[config.mk]
export PLATFORM = sky130hd
export DESIGN_NAME = sram_ctrl_param_flat
export DESIGN_NICKNAME = d
export VERILOG_FILES = /design/src/rtl/sram_ctrl_param_if.sv /design/src/rtl/sram_ctrl_param.sv /design/src/flat_wrapper.sv
export SDC_FILE = /design/constraint.sdc
export NUM_CORES = 2
export LEC_CHECK = 0
export CAP_MARGIN = 30
export CORE_MARGIN = 1
export CORE_UTILIZATION = 41
export CTS_BUF_LIST = sky130_fd_sc_hd__clkbuf_8
export CTS_CLUSTER_SIZE = 14
export DETAILED_ROUTE_END_ITERATION = 6
export PLACE_DENSITY = 0.6
export SLEW_MARGIN = 20
export SYNTH_ARGS = -nofsm -noshare
export SYNTH_HDL_FRONTEND = slang
export SYNTH_SLANG_ARGS = --single-unit
[constraint.sdc]
create_clock -name clk -period 9.7 [get_ports clk]
set_input_delay 1.94 -clock clk [delete_from_list [all_inputs] [get_ports clk]]
set_output_delay 1.94 -clock clk [all_outputs]
set_load 0.005 [all_outputs]
[src/rtl/sram_ctrl_param_if.sv]
// Request/response bundle for sram_ctrl_param: a valid/ready request channel
// and a fixed-latency response channel with no backpressure.
interface sram_ctrl_param_if #(
    parameter int DATA_WIDTH = 32,
    parameter int ADDR_WIDTH = 7
);
    logic                    req_valid;
    logic                    req_ready;
    logic                    req_write;
    logic [ADDR_WIDTH-1:0]   req_addr;
    logic [DATA_WIDTH/8-1:0] req_be;
    logic [DATA_WIDTH-1:0]   req_wdata;
    logic                    resp_valid;
    logic [DATA_WIDTH-1:0]   resp_rdata;
    logic                    resp_err;
    logic                    init_done;

    modport master (
        output req_valid, req_write, req_addr, req_be, req_wdata,
        input  req_ready, resp_valid, resp_rdata, resp_err, init_done
    );

    modport slave (
        input  req_valid, req_write, req_addr, req_be, req_wdata,
        output req_ready, resp_valid, resp_rdata, resp_err, init_done
    );
endinterface

[src/rtl/sram_ctrl_param.sv]
// Parametrised single-port byte-enabled SRAM with optional post-reset clear
// sweep, out-of-range detection and an in-order fixed-latency response pipe.
module sram_ctrl_param #(
    parameter int DATA_WIDTH     = 32,
    parameter int DEPTH          = 128,
    parameter int ADDR_WIDTH     = $clog2(DEPTH),
    parameter int RD_LATENCY     = 1,
    parameter bit CLEAR_ON_RESET = 1'b1
) (
    input logic              clk,
    input logic              reset,
    sram_ctrl_param_if.slave bus
);
    // state | meaning
    // INIT  | clear sweep in progress (or being skipped); requests blocked
    // READY | accepting one request per cycle, no internal stalls

    localparam int NUM_BYTES = DATA_WIDTH / 8;
    localparam logic [ADDR_WIDTH:0]   DEPTH_EXT = (ADDR_WIDTH+1)'(DEPTH);
    localparam logic [ADDR_WIDTH-1:0] LAST_ADDR = ADDR_WIDTH'(DEPTH - 1);

    typedef enum logic {ST_INIT, ST_READY} state_t;

    state_t                state;
    logic [ADDR_WIDTH-1:0] clr_cnt;
    logic                  ready_q;
    logic                  init_done_q;

    logic [DATA_WIDTH-1:0] mem [DEPTH];

    logic                  accept;
    logic                  in_range;
    logic                  wr_en;
    logic                  clr_en;
    logic [DATA_WIDTH-1:0] rd_word;

    logic                  s1_valid;
    logic                  s1_err;
    logic [DATA_WIDTH-1:0] s1_data;

    assign accept   = bus.req_valid && ready_q;
    assign in_range = {1'b0, bus.req_addr} < DEPTH_EXT;
    assign wr_en    = accept && bus.req_write && in_range;
    assign clr_en   = CLEAR_ON_RESET && (state == ST_INIT);
    assign rd_word  = in_range ? mem[bus.req_addr] : '0;

    always_ff @(posedge clk) begin
        if (reset) begin
            state       <= ST_INIT;
            clr_cnt     <= '0;
            ready_q     <= 1'b0;
            init_done_q <= 1'b0;
        end else begin
            case (state)
                ST_INIT: begin
                    if (!CLEAR_ON_RESET || clr_cnt == LAST_ADDR) begin
                        state       <= ST_READY;
                        ready_q     <= 1'b1;
                        init_done_q <= 1'b1;
                    end else begin
                        clr_cnt <= clr_cnt + ADDR_WIDTH'(1);
                    end
                end
                ST_READY: begin
                    ready_q     <= 1'b1;
                    init_done_q <= 1'b1;
                end
                default: state <= ST_INIT;
            endcase
        end
    end

    // Contents survive reset; only the sweep or accepted writes change them.
    always_ff @(posedge clk) begin
        if (!reset) begin
            if (clr_en) begin
                mem[clr_cnt] <= '0;
            end else if (wr_en) begin
                for (int b = 0; b < NUM_BYTES; b++) begin
                    if (bus.req_be[b]) begin
                        mem[bus.req_addr][b*8 +: 8] <= bus.req_wdata[b*8 +: 8];
                    end
                end
            end
        end
    end

    // First response stage: data is captured only on acceptance so the
    // output holds its last value between responses.
    always_ff @(posedge clk) begin
        if (reset) begin
            s1_valid <= 1'b0;
            s1_err   <= 1'b0;
            s1_data  <= '0;
        end else begin
            s1_valid <= accept;
            s1_err   <= accept && !in_range;
            if (accept) begin
                s1_data <= bus.req_write ? '0 : rd_word;
            end
        end
    end

    generate
        if (RD_LATENCY == 2) begin : g_lat2
            logic                  o_valid;
            logic                  o_err;
            logic [DATA_WIDTH-1:0] o_data;

            always_ff @(posedge clk) begin
                if (reset) begin
                    o_valid <= 1'b0;
                    o_err   <= 1'b0;
                    o_data  <= '0;
                end else begin
                    o_valid <= s1_valid;
                    o_err   <= s1_err;
                    if (s1_valid) begin
                        o_data <= s1_data;
                    end
                end
            end

            assign bus.resp_valid = o_valid;
            assign bus.resp_err   = o_err;
            assign bus.resp_rdata = o_data;
        end else begin : g_lat1
            assign bus.resp_valid = s1_valid;
            assign bus.resp_err   = s1_err;
            assign bus.resp_rdata = s1_data;
        end
    endgenerate

    assign bus.req_ready = ready_q;
    assign bus.init_done = init_done_q;
endmodule

[src/flat_wrapper.sv]
// flat-port wrapper written by rule: the top's interface ports become plain ports
module sram_ctrl_param_flat 
#(
    parameter int DATA_WIDTH     = 32,
    parameter int DEPTH          = 128,
    parameter int ADDR_WIDTH     = $clog2(DEPTH),
    parameter int RD_LATENCY     = 1,
    parameter bit CLEAR_ON_RESET = 1'b1
)
  (clk, reset, bus_req_valid, bus_req_write, bus_req_addr, bus_req_be, bus_req_wdata, bus_req_ready, bus_resp_valid, bus_resp_rdata, bus_resp_err, bus_init_done);
  sram_ctrl_param_if #(.DATA_WIDTH(DATA_WIDTH), .ADDR_WIDTH(ADDR_WIDTH)) bus_i ();
  input logic clk;
  input logic reset;
  input wire logic [$bits(bus_i.req_valid)-1:0] bus_req_valid;
  input wire logic [$bits(bus_i.req_write)-1:0] bus_req_write;
  input wire logic [$bits(bus_i.req_addr)-1:0] bus_req_addr;
  input wire logic [$bits(bus_i.req_be)-1:0] bus_req_be;
  input wire logic [$bits(bus_i.req_wdata)-1:0] bus_req_wdata;
  output wire logic [$bits(bus_i.req_ready)-1:0] bus_req_ready;
  output wire logic [$bits(bus_i.resp_valid)-1:0] bus_resp_valid;
  output wire logic [$bits(bus_i.resp_rdata)-1:0] bus_resp_rdata;
  output wire logic [$bits(bus_i.resp_err)-1:0] bus_resp_err;
  output wire logic [$bits(bus_i.init_done)-1:0] bus_init_done;
  assign bus_i.req_valid = bus_req_valid;
  assign bus_i.req_write = bus_req_write;
  assign bus_i.req_addr = bus_req_addr;
  assign bus_i.req_be = bus_req_be;
  assign bus_i.req_wdata = bus_req_wdata;
  assign bus_req_ready = bus_i.req_ready;
  assign bus_resp_valid = bus_i.resp_valid;
  assign bus_resp_rdata = bus_i.resp_rdata;
  assign bus_resp_err = bus_i.resp_err;
  assign bus_init_done = bus_i.init_done;
  sram_ctrl_param #(.DATA_WIDTH(DATA_WIDTH), .DEPTH(DEPTH), .ADDR_WIDTH(ADDR_WIDTH), .RD_LATENCY(RD_LATENCY), .CLEAR_ON_RESET(CLEAR_ON_RESET)) u_core (.clk(clk), .reset(reset), .bus(bus_i));
endmodule
Word level (Yosys, flattened, before mapping):

Memory sizes are Yosys's and may differ from the RTL's.
Cells that the tools add are included.

* add/sub/neg operators: 1
* equal/unequal tests: 2
* mux-type cells: 31
* bitwise operators: 2
* reductions and logical operators: 4

Operator list (count)
* $mux W32: 2
* $reduce_or A32 Y1: 1
* $mux W1: 26
* $add A7 B1 Y7 const B: 1
* $eq A7 B7 Y1 const B: 1
* $mux W7: 1
* $mux W4: 1
* $logic_and A1 B1 Y1: 2
* $ne A2 B2 Y1 const B: 1
* $not A1 Y1: 2
* $pmux W1 S2: 1
* $reduce_and A2 Y1: 1

* register bits after elaboration: 42
* bits in writable memories: 4096
* logic and storage cells: 46
* memories: 1

Memory list
* u_core.mem: words 128, bits a word 32, read ports 1, clocked after memory_dff 0, wr ports 1, RTL line sram_ctrl_param.sv:29 `logic [DATA_WIDTH-1:0] mem [DEPTH];`

Longest topological paths before layout:

* depth after elaboration: 8
* mapped depth: 12
* depth with buffers taken out: 7

Least setup slack after synthesis:

OpenSTA, ideal clock, no wires.

* path type: input-to-reg
* start point: input reset
* end point: memory u_core.mem[0][10], data pin
* library setup time: 0.535 ns
* arrival time: 4.834 ns
* data required time: 9.165 ns
* slack: 4.331 ns
* stages on the path: 7
* path buffers: 4
* path through: and3b_1 and3_1 buf_2 buf_2 clkbuf_1 clkbuf_1 and2_1

* longest elaborated chain between the ends: 4
* elaborated cells between the ends (all ways): 10

Ends and longest elaborated chain
* start, declared: RTL line flat_wrapper.sv:13 `input logic reset;`
* $mux W1: RTL line sram_ctrl_param.sv:75 `if (!reset) begin`
* $mux W1 (implied by the code): RTL line sram_ctrl_param.sv:81 `mem[bus.req_addr][b*8 +: 8] <= bus.req_wdata[b*8 +: 8];`
* $reduce_or A32 Y1 (no source line) *
* $mux W32 (no source line) *
* end, declared: RTL line sram_ctrl_param.sv:29

Every way passes the cells marked *; elsewhere a longest branch is shown, timed or not.

Final worst setup path:

* start point: input reset
* end point: memory u_core.mem[72][16] (enable)

* longest elaborated chain between the ends: 4
* elaborated cells between the ends (all ways): 13

Ends and longest elaborated chain (RTL line)
* $mux W1: sram_ctrl_param.sv:75
* $mux W1 (implied by the code): sram_ctrl_param.sv:81
* $reduce_or A32 Y1 (no source line)
* $mux W7 (no source line) / $mux W4 (equally long branches)

Several ways; a longest one is shown, not always the timed one.

==> impl_metrics.json <==
{
  "crit_path_start_kind": "primary input",
  "status": "finished clean",
  "hp-start": "u_core.bus.resp_rdata[3]",
  "cp_max_fo": 45,
  "place_congestion": 0.869,
  "clock_skew_ps": 53.5,
  "synth-adder-area-share_pct": 0.00780,
  "core_sq_um": 389000,
  "synth_top_area_cell": "edfxtp_1",
  "tns_ps": 0,
  "grt_max_degree": 123,
  "row_count": 229,
  "dieArea_sq_um": 394000,
  "power_leakage_nw": 55.3,
  "portBuffers": 81,
  "setup_ws_ps": 3990,
  "maxCapViolations": 0,
  "dp_cells": 12818,
  "reg2reg_to": "u_core.mem[72][16]",
  "p_clk_share_pct": 40.5,
  "p_sw_w": 0.00789,
  "mostFrequentLayoutCells": "edfxtp_1 (4096), mux4_2 (772), clkbuf_8 (662)",
  "min_path_type": "reg2reg",
  "period_needed_ps": 5710,
  "htree_levels": 6,
  "cts_root_buf": "clkbuf_8",
  "yosysSeqAreaShare_pct": 77.2,
  "setup_viol": 0,
  "synth_top_area_share_pct": 76.7,
  "pwr-share-seq_pct": 55.6,
  "synth_compound_area_share_pct": 3.62,
  "tritoncts": "done",
  "crit_required_ps": 10530,
  "clk_latency_ps": 1210,
  "holdWs_ps": 511,
  "combPwrFrac_pct": 4.0,
  "area.growth.synth_to_final_pct": 12.1,
  "grt_pass1_wl_mm": 627,
  "drt-total-wl_mm": 445,
  "cts_hold_buf": 0,
  "drive_gt1_share_pct": 21.7,
  "wl_per_cell_um": 31.8,
  "swShare_pct": 22.6,
  "yosysWarnings": 0,
  "dieHeight_um": 628,
  "r2r_slack_ps": 5220,
  "syn_area_sq_um": 160000,
  "worstReg2RegStart": "u_core.bus.req_ready",
  "final_cells": 14009,
  "cts_buffers": 648,
  "dp_slack_ps": 2830,
  "first_pass_iters": 6,
  "utilization_pct": 46.2,
  "ys.flop_type": "edfxtp_1",
  "cts_setup_buffers": 0,
  "synth-simple-area-share_pct": 2.65,
  "crit_type": "in2reg",
  "drc": 0,
  "final_nets": 8329,
  "die_x_um": 628,
  "clk_pin_slew_ps": 60,
  "final_antenna_net_count": 0,
  "grt_usage_pct": 22.4,
  "num_vias": 82793,
  "antenna_found_initial": 28,
  "hold_end": "u_core.bus.resp_rdata[3]",
  "syn-instance-count": 7894,
  "first_global_vias": 82906,
  "cts.sinks": 4138,
  "place_hpwl_mm": 269,
  "yosysUniqueCellTypes": 62,
  "synth-xor-area-share_pct": 0.0273,
  "synthMuxAreaShare_pct": 14.9,
  "slew_headroom_pct": 30.0,
  "synth_top_family_by_area": "multiplexers",
  "start_util_pct": 41.2,
  "whs_path_depth": 2,
  "drt-vias-per-instance": 5.91,
  "synth_seq_cells": 4138,
  "overflow": 0,
  "vdd_ir_drop_max_mv": 0.123,
  "finalHoldViolCount": 0,
  "p_int_w": 0.0270,
  "slew_violations": 0,
  "endpoint_kind": "flip-flop",
  "drt_iter0_markers": 10095,
  "worstRegToRegCells": 7,
  "power.density_nw_per_um2": 194,
  "rsz0062_at_grt": "no",
  "layout.cells.most_common": "edfxtp_1",
  "synthesis.nets": 7942,
  "timing_worst_slew_pin_value_ps": 1050,
  "ioPinCount": 83,
  "cts.repair.resized": 0,
  "fin_crit_sh_pct": 58.9,
  "timing.fmax_ghz": 0.175,
  "ys_top_cells_by_area": "edfxtp_1 (77%), mux4_2 (11%), mux2i_1 (4.1%)",
  "syn_avg_cell_area_sq_um": 20.3,
  "worst_ep_arrival_time_ps": 6550,
  "synth_edf_count": 4096,
  "cts_buffer_depth": 4,
  "async_flop_share_pct": 0
}
[state kept, by name, summed over array words and instances, names as in the netlist]
name	flops
u_core.mem	4096
u_core.bus.resp_rdata	32
u_core.clr_cnt	7
u_core.bus.req_ready	1
u_core.bus.resp_valid	1
u_core.state	1
[through the flow]
step | cell area (sq um) | power [W]
2_1_floorplan | 160000 | 0.0206
3_3_place_gp | 167000 | 0.0211
3_5_place_dp | 167000 | 0.0211
4_1_cts | 180000 | 0.0351
5_1_grt | 180000 | 0.0358
6_report | 180000 | 0.0349
[power groups by stage]
stage	Combinational, W	Sequential [W]	Clock (W)
final	0.00138	0.0194	0.0141
after global routing	0.00142	0.0194	0.0150
after detailed placement	0.00137	0.0198	0
after global placement	0.00136	0.0198	0
after floorplan	0.000861	0.0198	0
after CTS	0.00137	0.0194	0.0143
[logic make-up (layout without fill, tap and decap cells)]
kind of cell,count (synthesis),in the layout
mux,1428,1428
flops,4138,4138
compound gates,817,817
other cells,1,18
fa+ha+maj,1,1
xor+xnor,5,5
buf+inv,523,1424
simple gates,981,981
[worst max path at each step]
| stage | start | to | slack [ps] | cells past startpoint |
|---|---|---|---|---|
| 2_1_floorplan | reset | u_core.mem[0][10] | 4330 | 7 |
| 3_3_place_gp | reset | u_core.mem[65][23] | 2670 | 8 |
| 3_5_place_dp | reset | u_core.mem[72][23] | 2830 | 8 |
| 4_1_cts | reset | u_core.mem[72][16] | 4110 | 8 |
| 5_1_grt | reset | u_core.mem[72][16] | 3930 | 8 |
| 6_report | reset | u_core.mem[72][16] | 3990 | 8 |
[synth_stat cells (24+ instances only)]
master    instances
mux4_2          772
a31oi_1          48
dfxtp_1          42
and2_1           40
a21oi_1         117
o221ai_1         90
nor3_1           42
buf_2           143
nor2_1          554
clkbuf_1        248
mux2i_1         656
nand3_1         115
nand2_1         130
buf_1            46
buf_4            64
a41oi_1          24
o21ai_0          53
nand4_1          41
a22oi_1         324
o22ai_1          45
edfxtp_1       4096
[layer usage]
metal | track usage, % | vias to the layer above | part of all wire (%)
li1 | - | 33691 | -
met5 | 0 | - | 0.012
met3 | 5.08 | 755 | 9.3
met1 | 30.7 | 43850 | 40
met2 | 34.8 | 4489 | 47
met4 | 8.74 | 8 | 3.9
[final cells by class]
type / instances / area, sq um
Antenna cell: 17 / 42.5
Clock buffer: 662 / 9110
Clock inverter: 502 / 3150
Fill cell: 32223 / 210000
Inverter: 3 / 20.0
Multi-Input combinational cell: 3233 / 34600
Sequential cell: 4138 / 124000
Tap cell: 5197 / 6500
Timing Repair Buffer: 257 / 2620
[worst max-delay path, stage by stage]
cell and delay (ps):
clkdlybuf4s50_1 810, and3b_1 450, and3_4 600, buf_4 690, nor3_1 200, a31oi_4 820
buf_4 560, nor2_1 310
(Power assumes the default switching activity.)
==> edit: new RTL, same settings <==
`DEPTH` is set to 128 in 2 places; all go to 64.
--- a/src/rtl/sram_ctrl_param.sv
+++ b/src/rtl/sram_ctrl_param.sv
@@ -4,3 +4,3 @@
     parameter int DATA_WIDTH     = 32,
-    parameter int DEPTH          = 128,
+    parameter int DEPTH          = 64,
     parameter int ADDR_WIDTH     = $clog2(DEPTH),
--- a/src/flat_wrapper.sv
+++ b/src/flat_wrapper.sv
@@ -4,3 +4,3 @@
     parameter int DATA_WIDTH     = 32,
-    parameter int DEPTH          = 128,
+    parameter int DEPTH          = 64,
     parameter int ADDR_WIDTH     = $clog2(DEPTH),
Ports: changed (resized bus_req_addr); port bits go from 83 to 82. The function was not compared with the original's and may differ.
==> edit against the original RTL <==
Area after synthesis decreased by 49%. Sequential cell count decreased by 2049. Fmax about the same. Die area decreased by 49%. Power decreased by 50%. Highest routed layer unchanged. Cell area decreased by 49%. Setup slack got worse by 3.8 ps. Count of clock-buffer cells in the layout decreased by 302. Sequential share of layout area decreased by 1.4 points. Via count decreased by 48%. Synthesized cell count decreased by 50%. Clock skew increased by 15 ps. Wire length decreased by 48%.
==> edit: results (changes against the original RTL) <==
- Post-Syn Area per Cell: 20.8 µm² (+2.3%)
- Fin. max-slew vios: 0 (unchanged)
- Final Hold Violating Endpoints: 0 (unchanged)
- Critical path data arrival time: 6440 ps (-110 ps)
- Status: complete, no violations
- Max reg flops: 2048 (-50%)
- Synth cell types: 63 (+1.6%)
- R2R depth: 8 (+1)
- Setup tns final: 0 ps (unchanged)
- CTS Root Cell: clkbuf_8
- Worst-skew pair later-pin latency: 1050 ps (-160 ps)
- Worst ir drop on vdd: 166 µV (+35%)
- Worst-path maximum fanout: 44 (-2.2%)
- Routability Congestion: 0.822 (-5.4%)
- Ys async rst share: 0 (unchanged)
- Synthesized Nets: 3968 (-50%)
- Initial DRC Count: 4864 (-52%)
- Clk buf depth: 4 (unchanged)
- Synth cell count leaders: 2048 x edfxtp_1, 434 x mux4_2, 256 x mux2i_1, 207 x nor3_1, 118 x a22oi_1
- Global-route wire length before repair: 325 mm (-48%)
- Setup bufs post-CTS: 0 (unchanged)
- Metal3 WL: 18.5 mm (-55%)
- Top reg by flops: u_core.mem
- Worst rel slew slack: 0.291 (-0.00948)
- First-pass iteration count of the detailed router: 6 (unchanged)
- Post-DP HPWL: 133 mm (-51%)
- Largest net degree at the start of global routing: 104 (-15%)
- Nets: 4324 (-48%)
- Resized Gates After CTS: 0 (unchanged)
- Register area share after synthesis: 0.764 (-0.00762)
- Vias/cell: 5.98 (+1.1%)
- M1 WL: 94.9 mm (-47%)
- CTS buffer count: 344 (-47%)
- Top post-synthesis cells by area: edfxtp_1 75%, mux4_2 12%, mux2i_1 3.1%, nor3_1 1.3%, a22oi_1 1.1%
- Antenna violations before repair: 7 (-75%)
- CTS clk-pin slew, worst paths: 60 ps (about the same)
- EDFF count, synth: 2048 (-50%)
- HP Class: flip-flop to flip-flop
- Pleak: 0.0297 µW (-46%)
- Worst Skew: 68.5 ps (+15.0 ps)
- Placed Cells: 6479 (-49%)
- Total GRT Usage: 0.229 (+0.00593)
- Share of layout cells above drive strength 1: 0.273 (+0.0561)
- H-tree depth: 5 (-1)
- DR top layer: met5
- Layout Cells excl Fill: 7166 (-49%)
- DP Area: 85400 µm² (-49%)
- Vias in the first global route: 42400 (-49%)
- Met2 WL: 110 mm (-47%)
- Yosys warning count: 0 (unchanged)
- I/O Buffers: 80 (-1.2%)
- Predominant post-synthesis flop cell: edfxtp_1
- Worst hold stages: 1 (-1)
- Total Wirelength: 231 mm (-48%)
## edit: cell types whose count changed in the layout (fill, tap and decap cells not counted), moves of 206 or more
| cell | before | now |
|---|---|---|
| a22oi_1 | 324 | 118 |
| clkbuf_8 | 662 | 361 |
| edfxtp_1 | 4096 | 2048 |
| mux2i_1 | 656 | 255 |
| mux4_2 | 772 | 434 |
| nor2_1 | 546 | 89 |
## edit: cell type report
type / instances / area, µm²
multi-input combinational: 1551 / 18400
antenna: 3 / 7.51
tap: 2640 / 3300
clock buffer: 360 / 4950
sequential: 2089 / 62300
inverter: 3 / 11.3
clock inverter: 232 / 1180
fill: 16500 / 105000
timing repair buffer: 288 / 2150
## edit: layer usage
metal / global-route usage / up-vias
met2: 0.360 / 2348
met1: 0.323 / 22800
met4: 0.0769 / 4
met3: 0.0442 / 413
li1: - / 17200
met5: 0 / -
## edit: worst max-delay path, stage by stage
cell and delay, ps:
clkdlybuf4s50_1 620, nand2_2 300, nor4_4 740, buf_4 750, nor4_1 170, a21oi_4 600
buf_4 750, nor3_1 230, clkbuf_2 250
## edit: worst paths after layout
kind / start / slack, ps / endpoint
max: bus_req_valid / 3980 / u_core.mem[20][25]$_DFFE_PP_
min: u_core.bus.resp_rdata[14]$_SDFFE_PP0N_ / 550 / u_core.bus.resp_rdata[14]$_SDFFE_PP0N_
max reg2reg: u_core.bus.req_ready$_SDFFE_PP0N_ / 4930 / u_core.mem[20][25]$_DFFE_PP_
min reg2reg: u_core.bus.resp_rdata[14]$_SDFFE_PP0N_ / 550 / u_core.bus.resp_rdata[14]$_SDFFE_PP0N_
## edit: logic make-up (layout without fill, tap and decap cells)
| logic type | after synthesis | in the layout | synth area share |
|---|---|---|---|
| xor+xnor | 5 | 5 | 0.000537 |
| simple gates | 501 | 501 | 0.0311 |
| mux | 702 | 702 | 0.154 |
| buf+inv | 281 | 883 | 0.0194 |
| other cells | 1 | 4 | 0.0000460 |
| fa+ha+maj | 1 | 1 | 0.000153 |
| flops | 2089 | 2089 | 0.764 |
| compound gates | 341 | 341 | 0.0306 |
## edit: through the flow
step | util | setup WS [ps]
after floorplan | - | 5390
after global placement | 0.432 | 3180
after detailed placement | 0.432 | 3030
after CTS | 0.464 | 4170
after global routing | 0.468 | 3940
final | 0.468 | 3980
## edit: power by group
group | internal [µW] | switching, µW | leakage (µW)
combinational | 227 | 451 | 0.00675
sequential | 9790 | 12.6 | 0.0195
clock | 3640 | 3470 | 0.00351
